`src/rtl/vga_sin_clear_delay.sv`:
```
`default_nettype none
// ============================================================================
//  Module   : vga_sin_clear_delay
//  Purpose  : Three independent engines for a 160x120 12-bit VGA frame buffer:
//             a raster screen-clear sweeper, a one-period sine plotter and a
//             programmable cycle-delay timer, each with its own
//             enable / restart / finished handshake.
//  Revision : 1.0  initial release
// ============================================================================
module vga_sin_clear_delay #(
    parameter int          H_PIXELS     = 160,
    parameter int          V_PIXELS     = 120,
    parameter logic [11:0] CLEAR_COLOR  = 12'h000,
    parameter logic [11:0] SIN_COLOR    = 12'h0F0,
    parameter int          SIN_CENTER   = 60,
    parameter int          SIN_AMPL     = 50,
    parameter logic [31:0] DELAY_CYCLES = 32'd1000833
) (
    input  logic        clk,
    input  logic        rst_n,
    input  logic        clr_enable,
    input  logic        clr_reset,
    output logic [7:0]  clr_x,
    output logic [7:0]  clr_y,
    output logic [11:0] clr_color,
    output logic        clr_finished,
    input  logic        sin_enable,
    input  logic        sin_reset,
    output logic [7:0]  sin_x,
    output logic [7:0]  sin_y,
    output logic [11:0] sin_color,
    output logic        sin_finished,
    input  logic        dly_enable,
    input  logic        dly_reset,
    output logic        dly_finished
);

    localparam logic [7:0] X_LAST    = 8'(H_PIXELS - 1);
    localparam logic [7:0] Y_LAST    = 8'(V_PIXELS - 1);
    localparam logic [7:0] HALF_X    = 8'(H_PIXELS / 2);
    localparam logic [7:0] QUARTER_X = 8'(H_PIXELS / 4);
    localparam logic [7:0] CENTER_Y  = 8'(SIN_CENTER);

    assign clr_color = CLEAR_COLOR;
    assign sin_color = SIN_COLOR;

    // Quarter-wave table round(50*sin(2*pi*i/160)), half away from zero.
    // The peak entry (i=40) is the amplitude itself.
    function automatic logic [6:0] quarter_sine(input logic [5:0] idx);
        case (idx)
            6'd0:  return 7'd0;   6'd1:  return 7'd2;   6'd2:  return 7'd4;
            6'd3:  return 7'd6;   6'd4:  return 7'd8;   6'd5:  return 7'd10;
            6'd6:  return 7'd12;  6'd7:  return 7'd14;  6'd8:  return 7'd15;
            6'd9:  return 7'd17;  6'd10: return 7'd19;  6'd11: return 7'd21;
            6'd12: return 7'd23;  6'd13: return 7'd24;  6'd14: return 7'd26;
            6'd15: return 7'd28;  6'd16: return 7'd29;  6'd17: return 7'd31;
            6'd18: return 7'd32;  6'd19: return 7'd34;  6'd20: return 7'd35;
            6'd21: return 7'd37;  6'd22: return 7'd38;  6'd23: return 7'd39;
            6'd24: return 7'd40;  6'd25: return 7'd42;  6'd26: return 7'd43;
            6'd27: return 7'd44;  6'd28: return 7'd45;  6'd29: return 7'd45;
            6'd30: return 7'd46;  6'd31: return 7'd47;  6'd32: return 7'd48;
            6'd33: return 7'd48;  6'd34: return 7'd49;  6'd35: return 7'd49;
            6'd36: return 7'd49;  6'd37: return 7'd50;  6'd38: return 7'd50;
            6'd39: return 7'd50;
            default: return 7'(SIN_AMPL);
        endcase
    endfunction

    // Clear engine: raster sweep, X fastest, freezes on the last pixel
    always_ff @(posedge clk or negedge rst_n) begin
        if (!rst_n) begin
            clr_x        <= 8'd0;
            clr_y        <= 8'd0;
            clr_finished <= 1'b0;
        end else if (clr_reset) begin
            clr_x        <= 8'd0;
            clr_y        <= 8'd0;
            clr_finished <= 1'b0;
        end else if (!clr_finished && clr_enable) begin
            if (clr_x == X_LAST && clr_y == Y_LAST) begin
                clr_finished <= 1'b1;
            end else if (clr_x == X_LAST) begin
                clr_x <= 8'd0;
                clr_y <= clr_y + 8'd1;
            end else begin
                clr_x <= clr_x + 8'd1;
            end
        end
    end

    // Sine engine: X steps across the screen once, then freezes at the edge
    always_ff @(posedge clk or negedge rst_n) begin
        if (!rst_n) begin
            sin_x        <= 8'd0;
            sin_finished <= 1'b0;
        end else if (sin_reset) begin
            sin_x        <= 8'd0;
            sin_finished <= 1'b0;
        end else if (!sin_finished && sin_enable) begin
            if (sin_x == X_LAST) begin
                sin_finished <= 1'b1;
            end else begin
                sin_x <= sin_x + 8'd1;
            end
        end
    end

    logic       sin_neg;
    logic [7:0] sin_half_pos;
    logic [5:0] sin_idx;
    logic [6:0] sin_mag;

    // Fold X onto the quarter wave and place the sample around the centre row
    always_comb begin
        sin_neg      = (sin_x > HALF_X);
        sin_half_pos = sin_neg ? (sin_x - HALF_X) : sin_x;
        sin_idx      = (sin_half_pos > QUARTER_X) ? 6'(HALF_X - sin_half_pos)
                                                  : 6'(sin_half_pos);
        sin_mag      = quarter_sine(sin_idx);
        sin_y        = sin_neg ? (CENTER_Y + {1'b0, sin_mag})
                               : (CENTER_Y - {1'b0, sin_mag});
    end

    logic [31:0] dly_count;
    logic [31:0] dly_count_next;

    assign dly_count_next = dly_count + 32'd1;

    // Delay engine: count enabled clocks until DELAY_CYCLES is reached
    always_ff @(posedge clk or negedge rst_n) begin
        if (!rst_n) begin
            dly_count    <= 32'd0;
            dly_finished <= 1'b0;
        end else if (dly_reset) begin
            dly_count    <= 32'd0;
            dly_finished <= 1'b0;
        end else if (!dly_finished && dly_enable) begin
            dly_count <= dly_count_next;
            if (dly_count_next == DELAY_CYCLES) begin
                dly_finished <= 1'b1;
            end
        end
    end

endmodule
`default_nettype wire

```
`config.mk`:
```
export PLATFORM = sky130hd
export DESIGN_NAME = vga_sin_clear_delay
export DESIGN_NICKNAME = d
export VERILOG_FILES = /design/src/rtl/vga_sin_clear_delay.sv
export SDC_FILE = /design/constraint.sdc
export NUM_CORES = 1
export LEC_CHECK = 0
export ABC_AREA = 0
export CAP_MARGIN = 0
export CORE_MARGIN = 1.5
export CORE_UTILIZATION = 45
export CTS_CLUSTER_DIAMETER = 50
export CTS_CLUSTER_SIZE = 30
export DETAILED_ROUTE_END_ITERATION = 8
export MAX_ROUTING_LAYER = met4
export PLACE_DENSITY = 0.8
export RECOVER_POWER = 50
export SLEW_MARGIN = 10
export SYNTH_ARGS = -nofsm -noshare
export SYNTH_HDL_FRONTEND = slang
export SYNTH_SLANG_ARGS = --single-unit
```
`constraint.sdc`:
```
create_clock -name clk -period 12.25 [get_ports clk]
set_input_delay 3.675 -clock clk [delete_from_list [all_inputs] [get_ports clk]]
set_output_delay 3.675 -clock clk [all_outputs]
set_load 0.1 [all_outputs]
```
==> results.tsv, run 1 <==
stage	metric	value	unit
finish	syn2layout_area_growth	13.6	%
grt	grt_pass1_wl	16200	um
synthesis	ys_seq_area_frac	0.326	
timing	finalWorstSetupSlack	3.27	ns
critical_path	cp-startpoint	sin_x[0]	
critical_path	worstPathRequired	8.57	ns
floorplanning	dieHeight	103	um
grt	grt_util_all_layers	0.195	
synthesis	yosys_warnings	0	
clocking	clkTransAtPathRegs	0.07	ns
synthesis	yosys-top-cells-area	dfrtp_1 33%, xor2_1 6.2%, nor2_1 6.0%, xnor2_1 4.4%, buf_4 4.3%	
grt	antenna_found_initial	0	
synthesis	async_flop_share	1.00	
pwr	ir_drop	0.0000629	V
clocking	tritoncts	done	
synthesis	synth_edf_count	0	
timing	tightest_slew	3.12	ns
critical_path	crit_type	reg2out	
critical_path	r2r_end	dly_finished	
critical_path	cp-start-kind	flip-flop	
timing	skew	0.0166	ns
clocking	cts_sinks	59	
routing	routedWlPerCell	13.4	um
pwr	power.density	96.7	nW/um2
routing	first_pass_iters	4	
clocking	clk_latency	0.34	ns
critical_path	cpPeakStageDelay	1.15	ns
critical_path	cp-end-kind	output pin	
run_status	violations	capacitance limit, slew limit	
synthesis	yosysMostFrequentCell	nor2_1	
clocking	htreeDepth	3	
synthesis	synth_top_area_frac	0.326	
clocking	root_buffer	clkbuf_8	
clocking	cts_buffer_depth	2	
routing	drt_wl_total	9370	um
hold_path	hp-class	reg2reg	
placement	place_hpwl	6870	um
critical_path	crit_path_top_delay_cell	clkdlybuf4s50_1	
critical_path	critical_path_arrival	5.30	ns
placement	dpl-instance-area	4930	um2
critical_path	worst-path-buf-inv	3	
critical_path	timing.rr.start	dly_count[0]	
timing	period_minus_slack	8.98	ns
routing	ant_nets	0	
timing	grt_setup_unrepaired	false	
clocking	cts_resized	0	
routing	drc_errors	0	
synthesis	syn_area_per_cell	8.64	um2
synthesis	synth_flop_cell	dfrtp_1	
finish	stdcell_area	5150	um2
synthesis	syn_inst	525	
timing	fmax	0.111	GHz
synthesis	ys_types	77	
clocking	cts_buffers	9	
critical_path	worstRegToRegCells	9	
timing	post-route-period-util	0.733	
critical_path	cpMostUsedCell	ha_1	
floorplanning	die_area	10700	um2
routing	drt_iter0_drc	211	
critical_path	crit_chain	inv_1 > ha_1 > nand2b_1 > o2bb2ai_1 > or2_1 > a211oi_1 > or2_4 > ha_1 > nand3_1 > o31ai_2 > a2111oi_4 > inv_2 > ha_1 > nand3_1 > a21oi_1 > a21oi_1 > clkdlybuf4s50_1	
clocking	hold_buffers	0	
floorplanning	rows	36	
placement	place_ws	3.66	ns
critical_path	critPathTopFamily	buffers and inverters	
synthesis	synthTopCellsByCount	72 x nor2_1, 59 x dfrtp_1, 45 x nand2_1	
timing	setup_violations	0	
grt	grt-ovfl-total	0	
pwr	finalPower	0.000498	W
pwr	leakage	2.09	nW
synthesis	synth-seq-cells	59	
floorplanning	core_area	9770	um2
routing	vias	3749	
floorplanning	pin_count	67	
finish	antenna_cells	0	
grt	grt_max_degree	60	
timing	slew_headroom	-1.08	
finish	nFillCells	918	
floorplanning	start_util	0.464	
grt	grt_pass1_vias	3558	
synthesis	syn_area	4540	um2
routing	vias_per_cell	5.37	
timing	slew_viol_final	60	
critical_path	cp_max_fo	12	
critical_path	cp-endpoint	sin_y[6]	
finish	layout.nets	583	
critical_path	reg2reg_slack	9.29	ns
placement	placement.io_buffers	41	
clocking	cts_setup_buffers	0	
critical_path	crit_cells	17	
synthesis	yosys.area.top_type	dfrtp_1	
timing	fin_setup_tns	0	ns
job	cap_viol_max_count	1	
run_status	status	complete, but fails checks	
finish	drive_above_1_share	0.0796	
placement	place.gp.congestion	0.878	
floorplanning	die_w	103	um
timing	hold_viol_final	0	
[where the power goes]
group / internal (W) / leakage [nW] / switching [W]
combinational: 0.0000179 / 1.15 / 0.0000773
sequential: 0.000197 / 0.820 / 0.00000426
clock: 0.000125 / 0.113 / 0.0000763
[sequential cells by signal, indices dropped and copies added, names as in the netlist]
name	cells
clr_x	8
sin_finished	1
clr_finished	1
dly_finished	1
sin_x	8
clr_y	8
dly_count	32
[tightest hold or removal path, delay by kind of cell, from the launching register on]
kind               cells  cell delay, ns
and+or+nand+nor        1            0.08
DFF                    1            0.37
AOI/OAI and AO/OA      1            0.05
[placed cells by master, fill, tap and decap left out, types with 4 or more instances in the layout]
cell	instances
a21o_1	4
a21oi_1	19
a22oi_1	4
and2_1	4
and3_1	7
clkbuf_8	11
clkdlybuf4s50_1	36
conb_1	25
dfrtp_1	59
dlygate4sd3_1	4
ha_1	15
inv_1	17
mux2i_1	7
nand2_1	45
nand2b_1	7
nand3_1	34
nand4_1	16
nor2_1	72
nor3_1	16
nor3b_1	5
nor4_1	6
o21ai_0	16
or3_1	4
xnor2_1	23
xor2_1	32
[logic make-up (layout without fill, tap and decap cells)]
logic type / after synthesis / count (layout) / synth area share
other: 2 / 25 / 0.00166
XOR/XNOR: 58 / 58 / 0.119
flip-flops: 59 / 59 / 0.326
adder cells (fa/ha/maj): 15 / 15 / 0.0414
buffers and inverters: 63 / 80 / 0.0794
AO/OA/AOI/OAI: 79 / 79 / 0.137
multiplexers: 8 / 8 / 0.0204
AND/OR/NAND/NOR: 241 / 241 / 0.275
[worst min path at each step]
| stage | startpoint | endpoint | slack (ns) | cells past startpoint |
|---|---|---|---|---|
| 2_1_floorplan | dly_count[17] | dly_count[17] | 0.51 | 2 |
| 3_3_place_gp | sin_finished | sin_finished | 0.51 | 2 |
| 3_5_place_dp | sin_finished | sin_finished | 0.53 | 2 |
| 4_1_cts | sin_finished | sin_finished | 0.54 | 2 |
| 5_1_grt | dly_count[17] | dly_count[17] | 0.58 | 2 |
| 6_report | sin_finished | sin_finished | 0.54 | 2 |
[layout make-up]
class,count,area (um2),area share
inverters,20,75.1,0.0146
multi-input cells,426,2790,0.541
clock inverters,4,72.6,0.0141
repair buffers,44,420,0.0816
clock buffers,12,155,0.0301
flip-flops and latches,59,1480,0.287
well taps,133,166,0.0323
[per-stage QoR]
step,utilization,instances,hold WS [ns]
floorplan,-,548,0.510
global placement,0.504,682,0.514
detailed placement,0.504,682,0.526
CTS,0.528,698,0.543
global route,0.527,698,0.583
finish,0.527,698,0.540
[per-layer routing]
metal  share of wire  up-vias  wire [um]  global-route usage
li1                -     1858          -                   -
met1            0.46     1785       4270               0.246
met4           0.016        0        152              0.0582
met2            0.49       90       4600               0.322
met5               0        -          0                   -
met3           0.038       16        358              0.0349
Power figures use the tool's default switching activity.
==> run 2, diff against run 1 <==
==> constraint.sdc (replaced) <==
create_clock -name clk -period 8.8 [get_ports clk]
set_input_delay 2.64 -clock clk [delete_from_list [all_inputs] [get_ports clk]]
set_output_delay 2.64 -clock clk [all_outputs]
set_load 0.1 [all_outputs]
==> results of run 2 <==
Same layout as run 1 (identical final DEF). Status: complete, but fails checks: capacitance limit, slew limit.
Among the figures that moved: setup slack after placement 3.66 ns -> 1.25 ns; setup slack after layout 3.27 ns -> 0.858 ns; register-to-register setup slack 9.29 ns -> 5.84 ns; total power 0.000498 W -> 0.000693 W; worst IR drop on VDD 0.0000629 V -> 0.0000875 V
